$ cat src/rtl/alu_pkg.sv
// Shared ALU encodings plus the op and state encodings
// used by the multiply/divide sequencer.
package alu_pkg;

  localparam logic [2:0] ALUCONT_AND = 3'b000;
  localparam logic [2:0] ALUCONT_OR  = 3'b001;
  localparam logic [2:0] ALUCONT_ADD = 3'b010;
  localparam logic [2:0] ALUCONT_SUB = 3'b110;
  localparam logic [2:0] ALUCONT_SLT = 3'b111;

  typedef enum logic {
    OP_MULU = 1'b0,
    OP_DIVU = 1'b1
  } op_e;

  typedef enum logic {
    IDLE = 1'b0,
    RUN  = 1'b1
  } state_e;

endpackage

$ cat src/rtl/alu_carry.sv
// Rebuilds carry-out (add) or no-borrow (sub) from the
// operand and result MSBs of an ALU that exports only its sum.
module alu_carry (
  input  logic a7,
  input  logic b7,
  input  logic s7,
  input  logic sub,
  output logic c
);

  logic bb;

  // Subtract is a + ~b + 1, so the effective b MSB is inverted
  always_comb begin
    bb = sub ? ~b7 : b7;
    c  = (a7 & bb) | ((a7 | bb) & ~s7);
  end

endmodule

$ cat src/rtl/alu_muldiv_seq.sv
// Shift-add multiply / restoring divide driven through the shared ALU.
// Build option MULDIV_EARLY_EXIT_EN: MULU stops once the multiplier is exhausted.
module alu_muldiv_seq
  import alu_pkg::*;
#(
  parameter int WIDTH = 8,
  parameter int CNT_W = 4
) (
  input  logic             clk,
  input  logic             reset_n,
  input  logic             start,
  input  logic             op,
  input  logic [WIDTH-1:0] op_a,
  input  logic [WIDTH-1:0] op_b,
  output logic             busy,
  output logic             done,
  output logic [WIDTH-1:0] res_hi,
  output logic [WIDTH-1:0] res_lo,
  output logic             div_zero,
  output logic [WIDTH-1:0] alu_a,
  output logic [WIDTH-1:0] alu_b,
  output logic [2:0]       alu_cont,
  input  logic [WIDTH-1:0] alu_result
);

  state_e           state;
  state_e           state_nx;
  op_e              op_q;
  logic [WIDTH-1:0] h;
  logic [WIDTH-1:0] l;
  logic [WIDTH-1:0] m;
  logic [CNT_W-1:0] cnt;

  logic             is_div;
  logic [WIDTH-1:0] rs;
  logic             r8;
  logic             c;
  logic             take;
  logic [WIDTH-1:0] h_nx;
  logic [WIDTH-1:0] l_nx;
  logic [2*WIDTH-1:0] res_nx;
  logic             early;
  logic             last;
  logic             accept;
  logic             finish;

  assign is_div = (op_q == OP_DIVU);
  assign rs     = {h[WIDTH-2:0], l[WIDTH-1]};
  assign r8     = h[WIDTH-1];
  assign busy   = (state == RUN);
  assign last   = (cnt == CNT_W'(WIDTH - 1));

  alu_carry u_carry (
    .a7  (alu_a[WIDTH-1]),
    .b7  (alu_b[WIDTH-1]),
    .s7  (alu_result[WIDTH-1]),
    .sub (is_div),
    .c   (c)
  );

`ifdef MULDIV_EARLY_EXIT_EN
  logic [WIDTH-1:0]   mask;
  logic [CNT_W-1:0]   sh;
  logic [2*WIDTH-1:0] hl_sh;

  // Remaining multiplier bits sit in the low WIDTH-cnt bits of L
  always_comb begin
    mask  = {WIDTH{1'b1}} >> cnt;
    sh    = CNT_W'(WIDTH) - cnt;
    hl_sh = {h, l} >> sh;
    early = !is_div && ((l & mask) == '0);
  end
`else
  assign early = 1'b0;
`endif

  // Next-iteration values for the shared H/L registers
  always_comb begin
    take = 1'b0;
    h_nx = {c, alu_result[WIDTH-1:1]};
    l_nx = {alu_result[0], l[WIDTH-1:1]};
    if (is_div) begin
      take = r8 | c;
      h_nx = take ? alu_result : rs;
      l_nx = {l[WIDTH-2:0], take};
    end
`ifdef MULDIV_EARLY_EXIT_EN
    res_nx = early ? hl_sh : {h_nx, l_nx};
`else
    res_nx = {h_nx, l_nx};
`endif
  end

  // State register
  always_ff @(posedge clk or negedge reset_n) begin
    if (!reset_n) state <= IDLE;
    else          state <= state_nx;
  end

  // Next state and ALU drive
  always_comb begin
    state_nx = state;
    alu_a    = '0;
    alu_b    = '0;
    alu_cont = ALUCONT_AND;
    accept   = 1'b0;
    finish   = 1'b0;
    unique case (state)
      IDLE: begin
        if (start) begin
          accept   = 1'b1;
          state_nx = RUN;
        end
      end
      RUN: begin
        finish = last | early;
        if (is_div) begin
          alu_cont = ALUCONT_SUB;
          alu_a    = rs;
          alu_b    = m;
        end else begin
          alu_cont = ALUCONT_ADD;
          alu_a    = h;
          alu_b    = l[0] ? m : '0;
        end
        if (finish) state_nx = IDLE;
      end
      default: state_nx = IDLE;
    endcase
  end

  // Datapath, counter and result registers
  always_ff @(posedge clk or negedge reset_n) begin
    if (!reset_n) begin
      op_q     <= OP_MULU;
      h        <= '0;
      l        <= '0;
      m        <= '0;
      cnt      <= '0;
      done     <= 1'b0;
      res_hi   <= '0;
      res_lo   <= '0;
      div_zero <= 1'b0;
    end else begin
      done <= 1'b0;
      if (accept) begin
        op_q     <= op_e'(op);
        h        <= '0;
        l        <= op ? op_a : op_b;
        m        <= op ? op_b : op_a;
        cnt      <= '0;
        div_zero <= 1'b0;
      end else if (state == RUN) begin
        h   <= h_nx;
        l   <= l_nx;
        cnt <= cnt + 1'b1;
        if (finish) begin
          done     <= 1'b1;
          res_hi   <= res_nx[2*WIDTH-1:WIDTH];
          res_lo   <= res_nx[WIDTH-1:0];
          div_zero <= is_div && (m == '0);
        end
      end
    end
  end

endmodule
$ cat config.mk
export PLATFORM = sky130hd
export DESIGN_NAME = alu_muldiv_seq
export DESIGN_NICKNAME = d
export VERILOG_FILES = /design/src/rtl/alu_pkg.sv /design/src/rtl/alu_carry.sv /design/src/rtl/alu_muldiv_seq.sv
export SDC_FILE = /design/constraint.sdc
export NUM_CORES = 1
export LEC_CHECK = 0
export CORE_MARGIN = 2
export CORE_UTILIZATION = 25
export CTS_CLUSTER_SIZE = 8
export DETAILED_ROUTE_END_ITERATION = 8
export SYNTH_ARGS = -nofsm -noshare
export SYNTH_HDL_FRONTEND = slang
export SYNTH_HIERARCHICAL = 1
export SYNTH_SLANG_ARGS = --single-unit
export TNS_END_PERCENT = 30
$ cat constraint.sdc
create_clock -name clk -period 5.9 [get_ports clk]
set_clock_uncertainty 0.05 [all_clocks]
set_input_delay 1.475 -clock clk [delete_from_list [all_inputs] [get_ports clk]]
set_output_delay 1.475 -clock clk [all_outputs]
set_load 0.02 [all_outputs]
==> impl_metrics.py, run 1 <==
metrics = {
    "synth": {
        "netlist_area_um2": 2620,
        "syn_inst": 261,
        "ys.flop_type": "dfrtp_1",
        "syn_nets": 290,
        "ys_types": 36,
        "ys_ff_latch": 48,
        "async_reset_ff_frac": 1.00,
        "yosys_warnings": 6,
        "syn_area_per_cell_um2": 10.0,
        "synth-edff-count": 0,
        "seq_area_frac_synth": 0.458,
    },
    "worst_setup_path": {
        "crit_path_max_fanout": 27,
        "cp_data_arrival_time_ns": 2.70,
        "critPathBufInv": 2,
        "cpPeakStageDelay_ns": 0.72,
        "crit_type": "flip-flop to primary output",
        "path_cells": "inv_2, nor2_1, and2_1, clkdlybuf4s50_1",
        "cp_slowest_cell": "dfrtp_1",
        "crit_family": "buffers and inverters",
        "cp-end-kind": "primary output",
        "required_ns": 4.38,
        "crit_path_start_kind": "flip-flop",
        "r2r_slack_ns": 2.67,
    },
    "timing": {
        "grt_setup_unrepaired": "no",
        "worst_pin_slew_ns": 0.935,
        "relSlewSlack": 0.375,
        "fin_crit_sh": 0.717,
        "post-route-min-period_ns": 4.23,
        "hold_viol": 0,
        "setup_viol_count_final": 0,
        "slew_viol_final": 0,
        "worst_hold_slack_ns": 0.434,
        "setup_tns_ns": 0,
        "max_freq_mhz": 237,
    },
    "layout": {
        "drive_above_1_share": 0.0767,
        "final_cell_mix": "clkdlybuf4s50_1, dfrtp_1, nand2_1",
        "mostFrequentLayoutCell": "clkdlybuf4s50_1",
        "synthToLayoutAreaGrowth_pct": 29.0,
        "diodes": 0,
        "nNetsFinal": 342,
        "fin_area_um2": 3380,
    },
    "pwr": {
        "p_per_area_nw_per_um2": 595,
        "power.leakage_nw": 1.43,
        "peakVddDrop_v": 0.000190,
    },
    "drt": {
        "via_count": 2036,
        "wl_per_cell_um": 14.7,
        "vias_per_cell": 4.53,
        "first_pass_iters": 4,
        "drtIter0Drc": 129,
        "drc": 0,
        "wirelength_um": 6620,
        "drtAntennaViolNets": 0,
    },
    "grt": {
        "grt-ovfl-total": 0,
        "grt_start_max_net_pins": 49,
        "grt_antenna_before_repair": 0,
        "grt_pass1_vias": 2098,
        "grt_pass1_wl_um": 10800,
        "grt_usage": 0.122,
    },
    "clock_tree": {
        "clockRootBuffer": "clkbuf_8",
        "cts_hold_buf": 0,
        "cts_buffers": 5,
        "clkSinkCount": 48,
        "clkTransAtPathRegs_ns": 0.09,
        "cts_tree": "done",
        "htree_levels": 2,
        "clockBufferDepth": 2,
        "cts_setup_buffers": 0,
        "clock_latency_ns": 0.29,
        "cts-resized-gates": 0,
    },
    "floorplan": {
        "die_y_um": 106,
        "pin_count": 66,
        "row_count": 37,
        "core_um2": 10200,
        "dieArea_um2": 11300,
        "die_x_um": 106,
        "start_util": 0.256,
    },
    "status": {
        "status": "finished clean",
    },
    "flow_run": {
        "maxCapViolations": 0,
    },
    "place": {
        "dp_hpwl_um": 4740,
        "routabilityCongestion": 0.781,
        "io_buffer_count": 64,
        "dpl_cell_area_um2": 3280,
    },
    "hold_path": {
        "hold_class": "flip-flop to flip-flop",
    },
}
-- registers in the layout, summed over array words and instances, names as in the netlist --
name	cells
busy	1
div_zero	1
res_lo	8
is_div	1
cnt	4
res_hi	8
m	8
l	8
h	8
done	1
-- per-stage QoR --
step | std cells | utilization | total power, mW | setup WS [ns]
2_1_floorplan | 261 | - | 1.39 | 3.10
6_report | 449 | 0.330 | 2.01 | 1.67
5_1_grt | 449 | 0.330 | 2.17 | 1.38
3_5_place_dp | 442 | 0.321 | 1.82 | 1.98
3_3_place_gp | 442 | 0.321 | 1.79 | 2.07
4_1_cts | 449 | 0.330 | 2.03 | 1.63
-- Yosys cell counts (2+ instances only) --
master    number  area, µm²
buf_2          6       30.0
clkbuf_1       4       15.0
buf_4          6       45.0
nand2_1       32        120
dfrtp_1       48       1200
o31ai_1       14        105
a22o_1         2       17.5
mux2_2         2       22.5
a211oi_2       7       87.6
buf_6          3       33.8
a211o_1        7       61.3
nor2_1        30        113
mux2i_1       31        310
o21a_1         8       60.1
o21ai_0       26        130
inv_1          2       7.51
and2_1         8       50.1
xor2_1         3       26.3
inv_2          2       7.51
nand3_1        4       20.0
-- cell type report --
class,instances,area [µm²]
clock buffers,7,96.3
fillers,1060,6850
inverters,4,15.0
multi-input cells,188,1250
flip-flops and latches,48,1200
well taps,136,170
repair buffers,66,651
-- report_power, final --
group	internal [mW]	switching, mW	leakage, nW	total, mW
Combinational	0.518	0.636	0.796	1.15
Sequential	0.492	0.153	0.583	0.645
Clock	0.105	0.105	0.0503	0.210
Total	1.11	0.895	1.43	2.01
-- path summary, 6_finish.rpt --
check,start,endpoint,depth (start not counted)
max in group asynchronous,reset_n,res_lo[2]$_DFFE_PN0P_,2
min in group asynchronous,reset_n,h[3]$_DFFE_PN0P_,2
worst min register to register,res_hi[4]$_DFFE_PN0P_,res_hi[4]$_DFFE_PN0P_,2
worst max register to register,busy$_DFF_PN0_,res_hi[7]$_DFFE_PN0P_,8
worst min-delay path,res_hi[4]$_DFFE_PN0P_,res_hi[4]$_DFFE_PN0P_,2
worst max-delay path,busy$_DFF_PN0_,alu_b[7],4
-- per-layer routing --
layer / track usage / up-vias / routed length [µm]
met3: 0.0325 / 5 / 377
met5: 0 / - / 0
met1: 0.155 / 965 / 3030
met2: 0.202 / 48 / 3150
met4: 0.0367 / 0 / 65
li1: - / 1018 / -
-- cells by family after synthesis --
group           after synthesis  synth area share
compound gates               69             0.189
xor+xnor                      3            0.0100
simple gates                 80             0.139
buf+inv                      25            0.0659
other cells                   1           0.00143
mux                          33             0.127
flops                        48             0.458
fa+ha+maj                     2           0.00907
-- tightest hold or removal path, stage by stage (launching register included) --
cell and delay (ns):
dfrtp_1 0.35, nand2_1 0.05, o31ai_1 0.05
(Power assumes the default switching activity.)
==> run 2, diff against run 1 <==
clock period = 3.5 ns   (was 5.9 ns; I/O delays follow)
==> run 2 against run 1 <==
Core utilization is 0.15 points higher. Sequential share of layout area is 0.16 points lower. Critical endpoint is now alu_a[7]. Largest power group unchanged. Register-to-register slack worse by 1.6 ns. First-iteration DRC count is 26% lower. Highest routed layer unchanged. Non-clock buffer count is 4 higher. Sequential power is 64% higher.
==> impl_metrics.py, run 2 (synthesis gave the netlist of run 1 again) <==
metrics = {
    "status": {
        "status": "finished clean",
    },
    "clock_tree": {
        "cts_tree": "done",
        "cts_setup_buffers": 0,
        "clkTransAtPathRegs_ns": 0.09,
        "clockBufferDepth": 2,
        "cts_buffers": 5,
        "clkSinkCount": 48,
        "clock_latency_ns": 0.30,
        "htree_levels": 2,
        "cts-resized-gates": 0,
        "clockRootBuffer": "clkbuf_8",
        "cts_hold_buf": 0,
    },
    "worst_setup_path": {
        "cp_data_arrival_time_ns": 2.02,
        "r2r_slack_ns": 1.07,
        "cp-end-kind": "primary output",
        "crit_path_max_fanout": 29,
        "ff2ff_path_depth": 8,
        "crit_type": "flip-flop to primary output",
        "required_ns": 2.57,
        "cpPeakStageDelay_ns": 0.65,
        "rr_startpoint": "l[0]$_DFFE_PN0P_",
        "crit_path_start_kind": "flip-flop",
        "cp.depth": 4,
        "cp_slowest_cell": "clkdlybuf4s50_1",
        "startpoint": "is_div$_DFFE_PN0P_",
        "critPathBufInv": 2,
        "crit_end": "alu_a[7]",
        "path_cells": "buf_4, mux2i_1, nor2_1, clkdlybuf4s50_1",
        "r2r_end": "res_hi[7]$_DFFE_PN0P_",
        "crit_family": "buffers and inverters",
    },
    "grt": {
        "busiest_layer": "met2",
        "grtUsageMet1": 0.156,
        "grt_usage": 0.117,
        "grt_start_max_net_pins": 49,
        "grt_antenna_before_repair": 0,
        "grt-ovfl-total": 0,
        "use_met2": 0.192,
        "grt_pass1_vias": 2135,
        "grt_use_met3": 0.0233,
        "grt_pass1_wl_um": 10700,
    },
    "layout": {
        "mostFrequentLayoutCell": "clkdlybuf4s50_1",
        "drive_above_1_share": 0.0883,
        "final_cell_mix": "clkdlybuf4s50_1, dfrtp_1, nand2_1",
        "finalNonFillerCells": 453,
        "nNetsFinal": 346,
        "synthToLayoutAreaGrowth_pct": 29.6,
        "fill_cells": 1037,
        "diodes": 0,
    },
    "timing": {
        "setup_viol_count_final": 0,
        "worst_pin_slew_ns": 1.08,
        "post-route-min-period_ns": 2.94,
        "max_freq_mhz": 340,
        "setup_tns_ns": 0,
        "relSlewSlack": 0.281,
        "grt_setup_unrepaired": "no",
        "hold_viol": 0,
        "fin_crit_sh": 0.841,
        "slew_viol_final": 0,
    },
    "floorplan": {
        "die_x_um": 106,
        "core_um2": 10200,
        "row_count": 37,
        "pin_count": 66,
        "die_y_um": 106,
        "start_util": 0.256,
        "dieArea_um2": 11300,
    },
    "pwr": {
        "p_per_area_nw_per_um2": 989,
        "peakVddDrop_v": 0.000325,
        "power.leakage_nw": 1.44,
    },
    "hold_path": {
        "hold_class": "flip-flop to flip-flop",
        "hold_depth": 2,
    },
    "drt": {
        "drc": 0,
        "via_count": 2108,
        "drtAntennaViolNets": 0,
        "first_pass_iters": 4,
        "vias_per_cell": 4.65,
        "drtIter0Drc": 96,
        "wl_per_cell_um": 14.5,
        "wirelength_um": 6550,
    },
    "place": {
        "io_buffer_count": 64,
        "dp_hpwl_um": 4790,
        "post-place-cells": 446,
        "routabilityCongestion": 0.738,
    },
    "flow_run": {
        "maxCapViolations": 0,
    },
}
## run 2: cell count changes in the layout (fill, tap and decap cells not counted), sizes merged
cell and delta:
buf +4, clkbuf -2, clkinv +1, clkinvlp +1
## run 2: metal layers
metal | share of wire | routed length [µm]
met4 | 0.013 | 83
met1 | 0.46 | 3040
met3 | 0.048 | 317
met2 | 0.48 | 3110
met5 | 0 | 0
## run 2: layout make-up
cell class                      instances  area, µm²  area share
Sequential cell                        48       1200       0.354
Clock buffer                            5       68.8      0.0203
Clock inverter                          2       12.5     0.00369
Inverter                                4       15.0     0.00442
Tap cell                              136        170      0.0501
Timing Repair Buffer                   70        681       0.201
Multi-Input combinational cell        188       1250       0.367
## run 2: worst min path at each step
stage                          start                    end  slack (ns)
2_1_floorplan       m[4]$_DFFE_PN0P_       m[4]$_DFFE_PN0P_        0.41
3_3_place_gp   res_hi[7]$_DFFE_PN0P_  res_hi[7]$_DFFE_PN0P_        0.42
3_5_place_dp   res_hi[5]$_DFFE_PN0P_  res_hi[5]$_DFFE_PN0P_        0.42
4_1_cts        res_hi[5]$_DFFE_PN0P_  res_hi[5]$_DFFE_PN0P_        0.45
5_1_grt        res_hi[2]$_DFFE_PN0P_  res_hi[2]$_DFFE_PN0P_        0.47
6_report       res_hi[5]$_DFFE_PN0P_  res_hi[5]$_DFFE_PN0P_        0.44
## run 2: where the power goes
| part | switching (mW) | internal (mW) |
|---|---|---|
| logic | 1.08 | 0.890 |
| clock network | 0.186 | 0.136 |
| registers | 0.231 | 0.830 |
## run 2: worst min-delay path: stages (launching register included)
cell and delay, ns:
dfrtp_1 0.36, nand2_1 0.05, o31ai_1 0.05
## run 2: per-stage QoR
step | utilization | power, mW | area, µm² | hold WS [ns] | worst slack (ns)
after detailed placement | 0.324 | 3.07 | 3310 | 0.424 | 0.796
final | 0.332 | 3.36 | 3390 | 0.442 | 0.555
after global routing | 0.332 | 3.60 | 3390 | 0.473 | 0.470
after CTS | 0.332 | 3.39 | 3390 | 0.445 | 0.569
after global placement | 0.324 | 3.02 | 3310 | 0.418 | 0.836
after floorplan | - | 2.34 | 2620 | 0.411 | 0.995
